### config.mk
export PLATFORM = sky130hd
export DESIGN_NAME = cluster_ctrl
export DESIGN_NICKNAME = d
export VERILOG_FILES = /design/src/rtl/cluster_ctrl.sv
export SDC_FILE = /design/constraint.sdc
export NUM_CORES = 1
export LEC_CHECK = 0
export ABC_CLOCK_PERIOD_IN_PS = 1350
export CAP_MARGIN = 40
export CORE_AREA = 4 4 259 261
export CTS_CLUSTER_SIZE = 12
export DETAILED_ROUTE_END_ITERATION = 10
export DIE_AREA = 0 0 263 265
export PLACE_DENSITY = 0.38
export SLEW_MARGIN = 20
export SYNTH_ARGS = -nofsm -noshare
export SYNTH_HDL_FRONTEND = slang
export SYNTH_SLANG_ARGS = --single-unit
### constraint.sdc
create_clock -name clk -period 1.35 [get_ports clk]
set_input_delay 0.405 -clock clk [delete_from_list [all_inputs] [get_ports clk]]
set_output_delay 0.405 -clock clk [all_outputs]
set_load 0.03 [all_outputs]
### src/rtl/cluster_ctrl.sv
// Cluster housekeeping: staggered per-core reset release, masked stall OR-reduction and a
// flushable miss-bus delay line. Optional stall hysteresis via `CLUSTER_STALL_HYST_EN.
module cluster_ctrl #(
  parameter int unsigned NCORE    = 36,
  parameter int unsigned SW       = 12,
  parameter int unsigned GRP_SIZE = 12,
  parameter int unsigned RST_GAP  = 4,
  parameter int unsigned HOLD     = 2,
  parameter int unsigned MW       = 36,
  parameter int unsigned DEPTH    = 4
) (
  input  logic                  clk,
  input  logic                  rst,
  input  logic [NCORE*SW-1:0]   stall_in,
  input  logic [MW-1:0]         miss_in,
  input  logic                  miss_flush,
  output logic [NCORE-1:0]      core_rst,
  output logic                  all_up,
  output logic [SW-1:0]         stall_all,
  output logic [DEPTH*MW-1:0]   miss_tap
);

  localparam int unsigned NGRP = (NCORE + GRP_SIZE - 1) / GRP_SIZE;
  localparam int unsigned CW   = $clog2(RST_GAP + 1);
  localparam int unsigned GW   = $clog2(NGRP + 1);

  typedef enum logic [1:0] {StIdle, StRelease, StUp} state_e;

  state_e            state_q, state_d;
  logic [CW-1:0]     cnt_q, cnt_d;
  logic [GW-1:0]     grp_q, grp_d;
  logic [NCORE-1:0]  core_rst_q, core_rst_d;
  logic              all_up_q, all_up_d;
  logic [SW-1:0]     stall_q, stall_d;
  logic [SW-1:0]     raw;
  logic [DEPTH-1:0][MW-1:0] tap_q, tap_d;

  // Reset-release sequencer
  always_comb begin
    state_d    = state_q;
    cnt_d      = cnt_q;
    grp_d      = grp_q;
    core_rst_d = core_rst_q;
    all_up_d   = (state_q == StUp);
    unique case (state_q)
      StIdle: begin
        state_d = StRelease;
        cnt_d   = CW'(1);
      end
      StRelease: begin
        if (cnt_q == CW'(RST_GAP)) begin
          for (int i = 0; i < NCORE; i++) begin
            if (GW'(i / GRP_SIZE) == grp_q) core_rst_d[i] = 1'b0;
          end
          cnt_d = CW'(1);
          grp_d = grp_q + GW'(1);
          if (grp_q == GW'(NGRP - 1)) state_d = StUp;
        end else begin
          cnt_d = cnt_q + CW'(1);
        end
      end
      StUp: begin
        state_d = StUp;
      end
      default: state_d = StIdle;
    endcase
  end

  // Cores still held in reset are masked using the currently registered core_rst.
  always_comb begin
    raw = '0;
    for (int i = 0; i < NCORE; i++) begin
      if (!core_rst_q[i]) raw = raw | stall_in[i*SW +: SW];
    end
  end

`ifdef CLUSTER_STALL_HYST_EN
  localparam int unsigned HW = (HOLD > 0) ? $clog2(HOLD + 1) : 1;

  logic [SW-1:0][HW-1:0] hcnt_q, hcnt_d;

  always_comb begin
    hcnt_d  = hcnt_q;
    stall_d = '0;
    for (int b = 0; b < SW; b++) begin
      if (raw[b]) begin
        hcnt_d[b]  = HW'(HOLD);
        stall_d[b] = 1'b1;
      end else if (hcnt_q[b] != '0) begin
        hcnt_d[b]  = hcnt_q[b] - HW'(1);
        stall_d[b] = 1'b1;
      end else begin
        hcnt_d[b]  = '0;
        stall_d[b] = 1'b0;
      end
    end
  end

  always_ff @(posedge clk) begin
    if (rst) hcnt_q <= '0;
    else     hcnt_q <= hcnt_d;
  end
`else
  always_comb begin
    stall_d = raw;
  end
`endif

  // Flush also drops the word arriving on miss_in this cycle.
  always_comb begin
    tap_d = tap_q;
    if (miss_flush) begin
      tap_d = '0;
    end else begin
      tap_d[0] = miss_in;
      for (int k = 1; k < DEPTH; k++) tap_d[k] = tap_q[k-1];
    end
  end

  always_ff @(posedge clk) begin
    if (rst) begin
      state_q    <= StIdle;
      cnt_q      <= '0;
      grp_q      <= '0;
      core_rst_q <= '1;
      all_up_q   <= 1'b0;
      stall_q    <= '0;
      tap_q      <= '0;
    end else begin
      state_q    <= state_d;
      cnt_q      <= cnt_d;
      grp_q      <= grp_d;
      core_rst_q <= core_rst_d;
      all_up_q   <= all_up_d;
      stall_q    <= stall_d;
      tap_q      <= tap_d;
    end
  end

  assign core_rst  = core_rst_q;
  assign all_up    = all_up_q;
  assign stall_all = stall_q;
  assign miss_tap  = tap_q;

endmodule

Yosys cells after proc, flatten, opt, wreduce, memory -nomap -nowiden
Index checks and enable logic that the tools add are counted.
{"block": "word_totals", "reg_bits": 200, "output_inout_bits": 193, "word_cells": 107}
{"block": "op_classes", "add_sub_neg": 2, "eq_ne": 8, "muxes": 41, "n_bitwise": 35, "reduce_logical": 9}
{"op": "$mux W12", "count": 36}
{"op": "$or A12 B12 Y12", "count": 35}
{"op": "$reduce_and A3 Y1", "count": 3}
{"op": "$pmux W2 S3", "count": 1}
{"op": "$pmux W3 S2", "count": 1}
{"op": "$eq A2 B2 Y1 const B", "count": 2}
{"op": "$logic_not A2 Y1", "count": 2}
{"op": "$mux W2", "count": 2}
{"op": "$ne A2 B2 Y1 const B", "count": 2}
{"op": "$reduce_and A2 Y1", "count": 2}
{"op": "$add A3 B1 Y3 const B", "count": 1}
{"op": "$eq A3 B3 Y1 const B", "count": 1}
{"op": "$mux W3", "count": 1}
{"op": "$add A2 B1 Y2 const B", "count": 1}
{"op": "$eq A1 B2 Y1 const A", "count": 1}
{"op": "$eq A2 B1 Y1 const B", "count": 1}
{"op": "$eq A2 B2 Y1 const A", "count": 1}
{"op": "$reduce_bool A2 Y1", "count": 1}
{"op": "$reduce_or A2 Y1", "count": 1}

Longest topological paths before layout
{"block": "depth", "word_depth": 71, "mapped_depth": 7}

Least setup slack after synthesis
OpenSTA, ideal clock, no wires.
{"block": "synth_timing", "path_kind": "flip-flop to flip-flop", "from": "register core_rst_q[34], in the netlist core_rst[34]", "to": "register stall_q[1], in the netlist stall_all[1]", "arrival_ns": 1.414, "required_time_ns": 1.223, "path_slack_ns": -0.191, "path_stages_with_launch": 5, "n_path_buf": 1, "period_less_slack_ns": 1.541, "path_cell_list": "dfxtp_1 or2_2 buf_6 a31oi_1 or3_1"}
{"block": "synth_between", "elab_chain_cells": 3}
{"element": "from (decl)", "line": "32", "text": "logic [NCORE-1:0] core_rst_q, core_rst_d;"}
{"element": "from (signal assigned)", "line": "133", "text": "core_rst_q <= core_rst_d;"}
{"element": "$mux W12 (*)", "line": "73", "text": "if (!core_rst_q[i]) raw = raw | stall_in[i*SW +: SW];"}
{"element": "$or A12 B12 Y12", "line": "73"}
{"element": "$mux W12 (*)", "line": "73"}
{"element": "to (signal assigned)", "line": "135", "text": "stall_q <= stall_d;"}
{"element": "to (decl)", "line": "34", "text": "logic [SW-1:0] stall_q, stall_d;"}
Every way passes the cells marked *; elsewhere a longest branch is shown, timed or not.
A chain may end at the register's enable or synchronous reset.

==> impl_metrics.toml <==
[outcome]
status = "finished, violations left"
violations = "negative setup slack"

[critical_path]
crit_required_ps = 950
critPathLaunch = "core_rst[10]"
arrival_ps = 1150
critPathTopFamily = "flip-flops"
crit_path_max_incr_delay_ps = 370
path_class = "reg2out"
cp_max_fo = 13
path_buf_inv = 2
cp_cell_sequence = "buf_12 > buf_6"
start_kind = "register"
critPathSlowestCell = "dfxtp_2"
r2r-start = "core_rst[10]"
endpoint_kind = "output pin"

[yosys]
yosys.area.top_type = "dfxtp_1"
synth_nets = 1049
synth_cells = 570
syn_avg_cell_area_um2 = 10.34
synth_adder_area_share_pct = 1.698
synthMuxAreaShare_pct = 0.1698
synth_top_area_share_pct = 56.72
yosys.area_share.simple_pct = 29.93
synthXorXnorAreaFrac_pct = 0.1486
netlist_area_um2 = 5894
synth-seq-cells = 167
synth_cell_type_count = 26
yosys_warnings = 0
ys_seq_area_share_pct = 56.72
synth_top_family_by_area = "simple AND/OR/NAND/NOR gates"
synth_compound_area_share_pct = 5.052
async_flop_share_pct = 0
synthFlopType = "dfxtp_1"
synth.area.top_cells = "dfxtp_1 (57%), and2_1 (15%), nor4_1 (11%)"
synth-edff-count = 0

[clocking]
clk_pin_slew_ps = 90
cts-root-buf = "clkbuf_16"
cts_buffers = 17
cts_tree = "done"
clock_path_buffers = 2
numClockSinks = 167
holdBufCountCts = 0
htreeDepth = 4
clock_latency_ps = 470

[global_route]
antenna_found_initial = 53
grt_usage_pct = 14.71
grt_pass1_vias = 7944
grt_max_degree = 52
grt_remaining_overflow = 0
grt_pass1_wl_um = 68960

[cells_and_area]
final_cell_count_no_fill = 2169
nNetsFinal = 1745
syn_to_final_growth_pct = 174.1
drive_gt1_share_pct = 42.22
finish.utilization_pct = 25.07

[floorplan]
ios = 664
die_w_um = 263
dieArea_um2 = 69700
rows = 93
start_util_pct = 9.144
core_um2 = 64460
die_h_um = 265

[timing]
hold_violations = 0
fmax_mhz = 641.0
maxSlewViolCount = 0
rsz0062_at_grt = "true"
max_slew_margin_pct = 70.34
fin_worst_skew_ps = 14.14
worst_slack_ps = -210.0
min_period_over_period_pct = 115.6
finalCriticalPeriod_ps = 1560
setup_viol = 71
tns_ps = -7711
tightest_slew_ps = 444.2
hold_slack_ps = 447.6

[drt]
drc = 0
firstDrtPassIters = 4
via_per_inst = 3.358
drt_iter0_markers = 264
routed_wl_um = 53470
route.detailed.wl_per_inst_um = 24.65
vias = 7283
final_antenna_net_count = 0

[min_path]
hold_class = "reg2reg"
hp-start = "miss_tap[33]"

[power]
ir_drop_mv = 0.6368
power_density_nw_per_um2 = 787.7
p_leak_nw = 6.505

[job]
drv_cap = 0

[placement]
gp_congestion = 0.8802
io_buffers = 663
dpl.hpwl_um = 47160
place_inst = 2090
worst paths after layout:
check / to / slack (ps) / depth (start not counted)
worst max-delay path: core_rst[0] / -210 / 2
worst min-delay path: miss_tap[69] / 450 / 1
worst max register to register: stall_all[11] / -70 / 6
worst min register to register: miss_tap[69] / 450 / 1
cells in the mapped netlist, types with 3 or more instances:
library cell / number
nand3_1: 3
and2_1: 144
a21o_1: 3
a21oi_1: 4
or2_2: 3
nor4_1: 108
nor2_1: 4
a31oi_1: 36
clkbuf_1: 16
o21ai_0: 3
nand2_1: 3
or3_1: 12
dfxtp_1: 167
inv_1: 7
buf_4: 35
ha_1: 8
stage by stage:
step	setup WS, ps	instance area, um^2	power (W)
final	-210.0	16160	0.01273
after global routing	-272.1	16080	0.01332
after CTS	-271.6	15420	0.01297
after detailed placement	-1049	13420	0.007634
after global placement	-1119	13400	0.007598
after floorplan	0.9996	5898	0.005756
sequential cells by signal, summed over array words and instances (netlist names):
register,flops
all_up,1
miss_tap,144
cnt_q,3
stall_all,12
core_rst,3
grp_q,2
state_q,2
worst register-to-register path: cells and delay by family (launching register included):
kind,cells,cell delay [ps]
AND/OR/NAND/NOR,2,510
flip-flops,1,370
AO/OA/AOI/OAI,1,40
buffers and inverters,3,380
cells by family after synthesis:
logic type	count (synthesis)
buf+inv	61
fa+ha+maj	8
compound gates	48
mux	1
simple gates	284
flops	167
xor+xnor	1
placed cells by master (no fill, tap or decap), types with 19 or more instances in the layout:
master           Yosys  layout
buf_8                0      19
and2_1             144     144
dfxtp_2              0     153
buf_4               35      50
a31oi_1             36      21
buf_12               0      20
buf_6                1     167
dlymetal6s2s_1       0      46
nor4_1             108      44
dlygate4sd2_1        0      26
diode_2              0      35
clkdlybuf4s50_1      0     393
nor4_2               0      36
nor4_4               0      28
power by group:
part / switching (W) / internal (W) / leakage, nW
sequential: 0.0000880 / 0.00505 / 1.43
combinational: 0.000979 / 0.00161 / 4.79
clock: 0.00250 / 0.00250 / 0.281
total: 0.00356 / 0.00917 / 6.51
area by class of cell:
type	instances	area (um^2)
Antenna cell	35	87.58
Clock buffer	18	439.2
Clock inverter	14	147.6
Fill cell	6885	48310
Inverter	7	26.28
Multi-Input combinational cell	342	3008
Sequential cell	167	3561
Tap cell	855	1070
Timing Repair Buffer	731	7820
per-layer routing:
layer / GRT usage [%] / up-vias / wire length, um / part of all wire, %
li1: - / 3433 / - / -
met1: 16.32 / 3292 / 20470 / 38
met2: 24.94 / 445 / 25880 / 48
met3: 7.722 / 81 / 5972 / 11
met4: 3.660 / 32 / 945 / 1.8
met5: 0 / - / 199 / 0.37
what timing repair did:
| action | CTS | global route |
|---|---|---|
| setup endpoints to repair | 325 | 210 |
| resized for setup | 454 | 127 |
| setup buffers | 9 | 5 |
| gates cloned | 2 | 1 |
| pin swaps | 32 | 35 |
No activity file was read; power rests on OpenSTA's default activity.
